==> src/rtl/jtag_axi_tap_seq.sv <==
// Master-side TMS/TDI sequencer for a JTAG TAP: runs IR/DR scans, TAP resets and idle runs from a command channel.
// Optional JTAG_AXI_TAP_SEQ_IDLE_EN adds IDLE_CYCLES Run-Test/Idle cycles after every IR/DR scan.
module jtag_axi_tap_seq #(
    parameter int MAX_LEN     = 64,
    parameter int LEN_W       = $clog2(MAX_LEN + 1),
    parameter int IDLE_CYCLES = 4
) (
    input  logic               tck,
    input  logic               trst,
    input  logic               cmd_valid,
    output logic               cmd_ready,
    input  logic [1:0]         cmd_op,
    input  logic [LEN_W-1:0]   cmd_len,
    input  logic [MAX_LEN-1:0] cmd_data,
    output logic               rsp_valid,
    input  logic               rsp_ready,
    output logic [MAX_LEN-1:0] rsp_data,
    output logic               rsp_err,
    output logic               tms,
    output logic               tdi,
    input  logic               tdo,
    output logic               busy
);

    typedef enum logic [2:0] {RST_SEQ, IDLE, PRE, SHIFT, POST, WAIT, RSP} state_t;

    localparam logic [1:0] OP_IR  = 2'b00;
    localparam logic [1:0] OP_RST = 2'b10;

    state_t             state, state_n;
    logic [LEN_W-1:0]   cnt, cnt_n;
    logic [LEN_W-1:0]   len_q, wait_len;
    logic [MAX_LEN-1:0] data_q, data_sh;
    logic [1:0]         op_q;
    logic               tms_n, tdi_n;
    logic               cmd_hs, rsp_hs, len_bad;

    // Both channels transfer on a rising tck where valid && ready; a valid side holds its payload until then.
    assign cmd_ready = (state == IDLE);
    assign rsp_valid = (state == RSP);
    assign busy      = (state != IDLE);
    assign cmd_hs    = cmd_valid && cmd_ready;
    assign rsp_hs    = rsp_valid && rsp_ready;
    assign len_bad   = !cmd_op[1] && ((cmd_len == '0) || (int'(cmd_len) > MAX_LEN));
    assign data_sh   = data_q >> cnt_n;

    // state/cnt name the cycle currently on the pins, so tms/tdi are registered from the next-cycle decode
    always_ff @(posedge tck or posedge trst) begin
        if (trst) begin
            state    <= RST_SEQ;
            cnt      <= '0;
            tms      <= 1'b1;
            tdi      <= 1'b0;
            rsp_data <= '0;
            rsp_err  <= 1'b0;
            op_q     <= OP_IR;
            len_q    <= '0;
            wait_len <= '0;
            data_q   <= '0;
        end else begin
            state <= state_n;
            cnt   <= cnt_n;
            tms   <= tms_n;
            tdi   <= tdi_n;
            if (cmd_hs) begin
                op_q     <= cmd_op;
                len_q    <= cmd_len;
                data_q   <= cmd_data;
                wait_len <= cmd_op[1] ? cmd_len : LEN_W'(IDLE_CYCLES);
                rsp_data <= '0;
                rsp_err  <= len_bad;
            end else if (state == SHIFT) begin
                rsp_data <= rsp_data | (MAX_LEN'(tdo) << cnt);
            end
        end
    end

    always_comb begin
        state_n = state;
        cnt_n   = cnt;
        case (state)
            RST_SEQ: begin
                if (cnt == LEN_W'(5)) begin
                    state_n = (op_q == OP_RST) ? RSP : IDLE;
                    cnt_n   = '0;
                end else begin
                    cnt_n = cnt + LEN_W'(1);
                end
            end
            IDLE: begin
                if (cmd_hs) begin
                    cnt_n = '0;
                    if (!cmd_op[1])
                        state_n = len_bad ? RSP : PRE;
                    else if (cmd_op == OP_RST)
                        state_n = RST_SEQ;
                    else
                        state_n = (cmd_len == '0) ? RSP : WAIT;
                end
            end
            PRE: begin
                if (cnt == ((op_q == OP_IR) ? LEN_W'(3) : LEN_W'(2))) begin
                    state_n = SHIFT;
                    cnt_n   = '0;
                end else begin
                    cnt_n = cnt + LEN_W'(1);
                end
            end
            SHIFT: begin
                if (cnt == len_q - LEN_W'(1)) begin
                    state_n = POST;
                    cnt_n   = '0;
                end else begin
                    cnt_n = cnt + LEN_W'(1);
                end
            end
            POST: begin
                if (cnt == LEN_W'(1)) begin
`ifdef JTAG_AXI_TAP_SEQ_IDLE_EN
                    state_n = (IDLE_CYCLES > 0) ? WAIT : RSP;
`else
                    state_n = RSP;
`endif
                    cnt_n = '0;
                end else begin
                    cnt_n = cnt + LEN_W'(1);
                end
            end
            WAIT: begin
                if (cnt == wait_len - LEN_W'(1)) begin
                    state_n = RSP;
                    cnt_n   = '0;
                end else begin
                    cnt_n = cnt + LEN_W'(1);
                end
            end
            RSP: begin
                if (rsp_hs)
                    state_n = IDLE;
            end
            default: begin
                state_n = RST_SEQ;
                cnt_n   = '0;
            end
        endcase
    end

    // PRE: Select-DR(1), [Select-IR(1)], Capture(0), to Shift(0); POST: Update(1), Run-Test/Idle(0)
    always_comb begin
        tms_n = 1'b0;
        tdi_n = 1'b0;
        case (state_n)
            RST_SEQ: tms_n = (cnt_n != LEN_W'(5));
            PRE:     tms_n = (cnt_n == '0) || ((op_q == OP_IR) && (cnt_n == LEN_W'(1)));
            SHIFT: begin
                tms_n = (cnt_n == len_q - LEN_W'(1));
                tdi_n = data_sh[0];
            end
            POST:    tms_n = (cnt_n == '0);
            default: tms_n = 1'b0;
        endcase
    end

endmodule

==> config.mk <==
export PLATFORM = sky130hd
export DESIGN_NAME = jtag_axi_tap_seq
export DESIGN_NICKNAME = d
export VERILOG_FILES = /design/src/rtl/jtag_axi_tap_seq.sv
export SDC_FILE = /design/constraint.sdc
export NUM_CORES = 1
export LEC_CHECK = 0
export CAP_MARGIN = 20
export CORE_ASPECT_RATIO = 0.9
export CORE_MARGIN = 10
export CORE_UTILIZATION = 47
export CTS_CLUSTER_SIZE = 24
export DETAILED_ROUTE_END_ITERATION = 6
export PLACE_DENSITY_LB_ADDON = 0.05
export SLEW_MARGIN = 20
export SYNTH_ARGS = -nofsm -noshare
export SYNTH_HDL_FRONTEND = slang
export SYNTH_SLANG_ARGS = --single-unit
==> constraint.sdc <==
create_clock -name tck -period 5.61 [get_ports tck]
set_input_delay 1.122 -clock tck [delete_from_list [all_inputs] [get_ports tck]]
set_output_delay 1.122 -clock tck [all_outputs]
set_load 0.02 [all_outputs]
# Word-level counts from Yosys, hierarchy flattened

Index checks and enable logic that the tools add are counted.
Widths: inputs -> output; s select.

Add/sub/neg operators: 3
Order comparisons: 1
Equal/unequal tests: 20
Shifts and indexed selects: 2
Mux-type cells: 26
Bitwise logic cells: 1
Reduce and logical (&&, ||, !) cells: 13

Operators with widths:

| kind                | count |
|---|---|
| $mux 64             | 2 |
| $or 64x64->64       | 1 |
| $shl 1x7->64        | 1 |
| $shr 64x7->1        | 1 |
| $mux 7              | 7 |
| $pmux 7 s7          | 1 |
| $mux 3              | 11 |
| $eq 7x7->1          | 3 |
| $pmux 3 s7          | 1 |
| $eq 7x1->1 const B  | 2 |
| $logic_not 7->1     | 2 |
| $sub 7x1->7 const B | 2 |
| $eq 3x2->1 const B  | 4 |
| $eq 3x3->1 const B  | 4 |
| $add 7x1->7 const B | 1 |
| $eq 7x2->1          | 1 |
| $eq 7x3->1 const B  | 1 |
| $gt 7x7->1 const B  | 1 |
| $ne 7x3->1 const B  | 1 |
| $logic_not 3->1     | 2 |
| $eq 2x2->1 const B  | 2 |
| $logic_and 1x1->1   | 4 |
| $pmux 1 s4          | 1 |
| $eq 3x1->1 const B  | 1 |
| 7 further kinds     | 9 |

Register bits after elaboration: 157
Bits of input ports: 78
Output and inout port bits: 70
Logic and storage cells: 76

# Depth between registers and ports, before layout

Word-level depth: 9
Mapped depth: 16
Depth with buffers taken out: 14

# Least setup slack after synthesis

No wires, ideal clock.

Path type: flip-flop to flip-flop
From: register wait_len[2]
To: register tms
Library setup time: 0.105 ns
Arrival: 3.930 ns
Setup slack: 1.575 ns
Stages on the path, launching flop included: 14
Clock period less this slack: 4.035 ns
Cell sequence: dfrtp_1 -> buf_6 -> or3_4 -> o31a_1 -> or4_4 -> a2111oi_4 -> o211ai_4 -> a22oi_4 -> inv_2 -> or3_1 -> or4_1 -> or3_1 -> a31o_1 -> o41ai_1

Cells in the longest elaborated chain, start to end: 8
Elaborated cells on any way between the ends: 17
Classes of those cells: add/sub (1); eq/ne (7); mux (5); reduce/logical (4)

RTL lines:

| what                     | RTL line | source |
|---|---|---|
| start: declaration       | 32       | `logic [LEN_W-1:0] len_q, wait_len;` |
| start signal: assignment | 69       | `wait_len <= cmd_op[1] ? cmd_len : LEN_W'(IDLE_CYCLES);` |
| $sub 7x1->7 *            | 130      | `if (cnt == wait_len - LEN_W'(1)) begin` |
| $eq 7x7->1 *             | 130      |  |
| $mux 7 *                 | 130      |  |
| $pmux 7 s7 *             | 81       | `case (state)` |
| named net cnt_n[3]       | 31       | `logic [LEN_W-1:0] cnt, cnt_n;` |
| $eq 7x1->1               | 154      | `PRE: tms_n = (cnt_n == '0) \|\| ((op_q == OP_IR) && (cnt_n == LEN_W'(1)));` |
| $logic_and 1x1->1        | 154      |  |
| $logic_or 1x1->1         | 154      |  |
| $pmux 1 s4 *             | 152      | `case (state_n)` |
| named net tms_n          | 35       | `logic tms_n, tdi_n;` |
| end signal: assignment   | 63       | `tms <= tms_n;` |
| end: declaration         | 19       | `output logic tms,` |

The timed path passes the listed nets; every way through them passes the cells marked *.
A chain may end at the register's enable or synchronous reset.

# Final worst setup path

From: register len_q[0]
To: register tdi

Cells in the longest elaborated chain, start to end: 6
Elaborated cells on any way between the ends: 9
Classes of those cells: add/sub (1); eq/ne (2); shift (1); mux (5)

RTL lines:

| what                                       | RTL line | source |
|---|---|---|
| start: declaration                         | 32       |  |
| start signal: assignment                   | 67       | `len_q <= cmd_len;` |
| $sub 7x1->7 *                              | 110      | `if (cnt == len_q - LEN_W'(1)) begin` |
| $eq 7x7->1 *                               | 110      |  |
| $mux 7 or $mux 3 (tied branches)           | 110      |  |
| $pmux 7 s7 or $pmux 3 s7 (tied branches)   | 81       |  |
| $shr 64x7->1 or $eq 3x2->1 (tied branches) | 45, 152  |  |
| $mux 1 *                                   | 152      |  |
| named net tdi_n                            | 35       |  |
| end signal: assignment                     | 64       | `tdi <= tdi_n;` |
| end: declaration                           | 20       | `output logic tdi,` |

Marks and branches as above.

==> impl_metrics.py <==
metrics = {
    "outcome": {
        "outcome": "complete, no violations",
    },
    "pwr": {
        "irDropWorstVdd_mv": 0.377,
        "p_sw_mw": 2.23,
        "internal_power_mw": 3.09,
        "leakagePower_nw": 4.55,
        "switching_share": 0.419,
        "power_frac_seq": 0.344,
        "cellPowerDensity_nw_per_um2": 543,
        "p_clk_frac": 0.231,
        "comb_power_share": 0.425,
    },
    "die": {
        "core_area_sq_um": 15600,
        "io_pins": 148,
        "fp.dieArea_sq_um": 21600,
        "num_rows": 43,
        "die_h_microns": 140,
        "die_w_microns": 154,
        "start_util": 0.485,
    },
    "route": {
        "drc_errors": 0,
        "drt_iter0_markers": 484,
        "drtPass1Iterations": 5,
        "vias": 6704,
        "ant_nets": 0,
        "viasPerCell": 5.51,
        "drt_wl_total_microns": 22400,
        "wl_per_cell_microns": 18.5,
    },
    "worst_setup_path": {
        "path_max_fanout": 20,
        "r2r-end": "tdi$_DFF_PP0_",
        "worst-r2r-setup-slack_ns": 0.57,
        "cp_data_required_time_ns": 5.87,
        "start_kind": "register",
        "r2r-start": "len_q[0]$_DFFE_PP0P_",
        "cp.arrival_ns": 5.30,
        "cp-end-kind": "register",
        "critical_path_class": "register to register",
        "reg2reg_depth": 14,
    },
    "yosys": {
        "yosys.area_share.simple": 0.234,
        "synth_top_family_by_area": "simple AND/OR/NAND/NOR gates",
        "netlist_instances": 878,
        "synth_mux_area_frac": 0.00149,
        "synth_area_sq_um": 7560,
        "synthXorXnorAreaFrac": 0.0400,
        "synth_edf_count": 0,
        "yosys-top-cells-area": "dfrtp_1 52%, nand2_1 13%, a21oi_1 5.5%",
        "synth-seq-cells": 157,
        "syn_avg_cell_area_sq_um": 8.62,
        "synth_top_area_share": 0.516,
        "ys_types": 62,
        "synth-compound-area-share": 0.161,
        "syn-num-nets": 960,
        "synthAdderAreaFrac": 0.00662,
        "yosys.area.top_type": "dfrtp_1",
        "yosys_warnings": 0,
        "yosysSeqAreaShare": 0.520,
        "ys_async_sr_fraction": 1.00,
        "ys.flop_type": "dfrtp_1",
    },
    "hold_path": {
        "holdPathStages": 2,
        "min_to": "data_q[0]$_DFFE_PP0P_",
        "min_path_type": "register to register",
        "hold_start": "data_q[0]$_DFFE_PP0P_",
    },
    "cells_and_area": {
        "final-seq-area_sq_um": 3930,
        "multiInputGateArea_sq_um": 3370,
        "mostFrequentLayoutCells": "256 x nand2_1, 156 x dfrtp_1, 147 x clkdlybuf4s50_1, 96 x nor2_1, 83 x a21oi_1",
        "fin_nets": 1083,
        "drive_gt1_frac": 0.0641,
        "fillCellCount": 1427,
        "area_growth_pct": 29.6,
        "mostFrequentLayoutCell": "nand2_1",
        "instances_no_fill": 1216,
        "insertedDiodeCount": 0,
    },
    "timing": {
        "fin_skew_ns": 0.00948,
        "rsz0062_at_grt": "false",
        "setup_viol": 0,
        "slew_viol_final": 0,
        "fin_crit_sh": 0.899,
        "finalHoldViolations": 0,
        "period_minus_slack_ns": 5.04,
        "max_freq_mhz": 198,
        "maxSlewHeadroom": 0.301,
        "final.setup.tns_ns": 0,
        "tightest_slew_ns": 1.04,
    },
    "clock_network": {
        "clk_latency_ns": 0.43,
        "cts_buffers": 17,
        "cts_hold_buf": 0,
        "cts.sinks": 157,
        "cts_tree": "yes",
        "clkSlewWorstSetupHoldPaths_ns": 0.06,
        "cts.path.max_buffers": 2,
        "cts_setup_buffers": 0,
        "cts_max_level": 4,
        "root_buffer": "clkbuf_16",
        "cts_resized": 0,
    },
    "global_route": {
        "grt_pass1_wl_microns": 36700,
        "grt_overflow": 0,
        "first_global_vias": 6847,
        "antenna_found_initial": 0,
        "grt_max_degree": 98,
        "grt_usage": 0.208,
    },
    "place": {
        "place_congestion": 0.874,
        "port_buffers": 147,
        "place_inst": 1184,
        "hpwl_microns": 15600,
    },
    "run": {
        "cap_violations": 0,
    },
}
-- cell type report --
class | instances | area share
Multi-Input combinational cell | 649 | 0.344
Tap cell | 202 | 0.0258
Clock inverter | 15 | 0.0204
Clock buffer | 17 | 0.0434
Inverter | 19 | 0.00779
Sequential cell | 157 | 0.401
Timing Repair Buffer | 157 | 0.158
-- worst max-delay path: stages, from the launching register on --
cell and delay (ns):
dfrtp_1 0.44, inv_1 0.11, ha_1 0.20, nor3b_1 0.34
xnor3_1 0.20, nand4_1 0.10, o31ai_1 0.84, o211ai_1 0.23
nand2_1 0.58, inv_1 0.46, a31o_2 0.32, o32a_1 0.15
a211oi_1 0.24, a311oi_1 0.09, a2111oi_0 0.55
-- metrics by stage --
step,utilization,cell area [sq um],power [mW],worst slack [ns],hold slack (ns)
finish,0.628,9800,5.32,0.568,0.471
global route,0.628,9800,5.70,0.239,0.504
CTS,0.628,9800,5.32,0.722,0.476
detailed placement,0.588,9180,4.05,0.755,0.460
global placement,0.588,9180,4.02,0.962,0.459
floorplan,-,7560,3.41,0.255,0.437
-- cell families after synthesis --
| kind of cell | after synthesis |
|---|---|
| mux | 1 |
| compound gates | 187 |
| buf+inv | 72 |
| xor+xnor | 33 |
| simple gates | 424 |
| flops | 157 |
| fa+ha+maj | 4 |
-- worst max path at each step --
stage                                    start  cells past startpoint  slack, ns               end
after global placement               cmd_valid                     11       0.96     tdi$_DFF_PP0_
after global routing      len_q[0]$_DFFE_PP0P_                     14       0.24     tdi$_DFF_PP0_
after detailed placement             cmd_valid                     11       0.76     tdi$_DFF_PP0_
final                     len_q[0]$_DFFE_PP0P_                     14       0.57     tdi$_DFF_PP0_
after CTS                 len_q[0]$_DFFE_PP0P_                     14       0.72     tdi$_DFF_PP0_
after floorplan                           trst                      1       0.25  cnt[0]$_DFF_PP0_
-- power groups by stage --
stage / logic, mW / clock network, mW / registers (mW)
final: 2.26 / 1.23 / 1.83
after global routing: 2.53 / 1.30 / 1.87
after CTS: 2.25 / 1.25 / 1.82
after detailed placement: 2.22 / 0 / 1.83
after global placement: 2.18 / 0 / 1.84
after floorplan: 1.69 / 0 / 1.71
-- Yosys cell counts, drive strengths merged (4+ instances only) --
cell type	instances
dfrtp	156
a211oi	20
nand2	257
o21ai	25
nand3	12
nor2	97
buf	12
a31oi	6
nor4	6
or3	5
and2	6
a21oi	83
ha	4
a31o	5
nand3b	4
xnor2	21
inv	19
nor3	13
a311oi	4
a221oi	4
o211ai	7
a21boi	10
clkbuf	41
xor2	11
-- flip-flops by register name, summed over array words and instances, names as in the netlist --
register  cells
tms           1
wait_len      7
rsp_data     64
state         3
data_q       64
op_q          2
tdi           1
len_q         7
rsp_err       1
cnt           7
-- per-layer routing --
| layer | wire [microns] | track usage | share of wire |
|---|---|---|---|
| met1 | 10200 | 0.284 | 0.45 |
| met2 | 10100 | 0.309 | 0.45 |
| met3 | 1940 | 0.0713 | 0.087 |
| met4 | 228 | 0.0527 | 0.010 |
| met5 | 0 | 0 | 0 |
(Power assumes the default switching activity.)
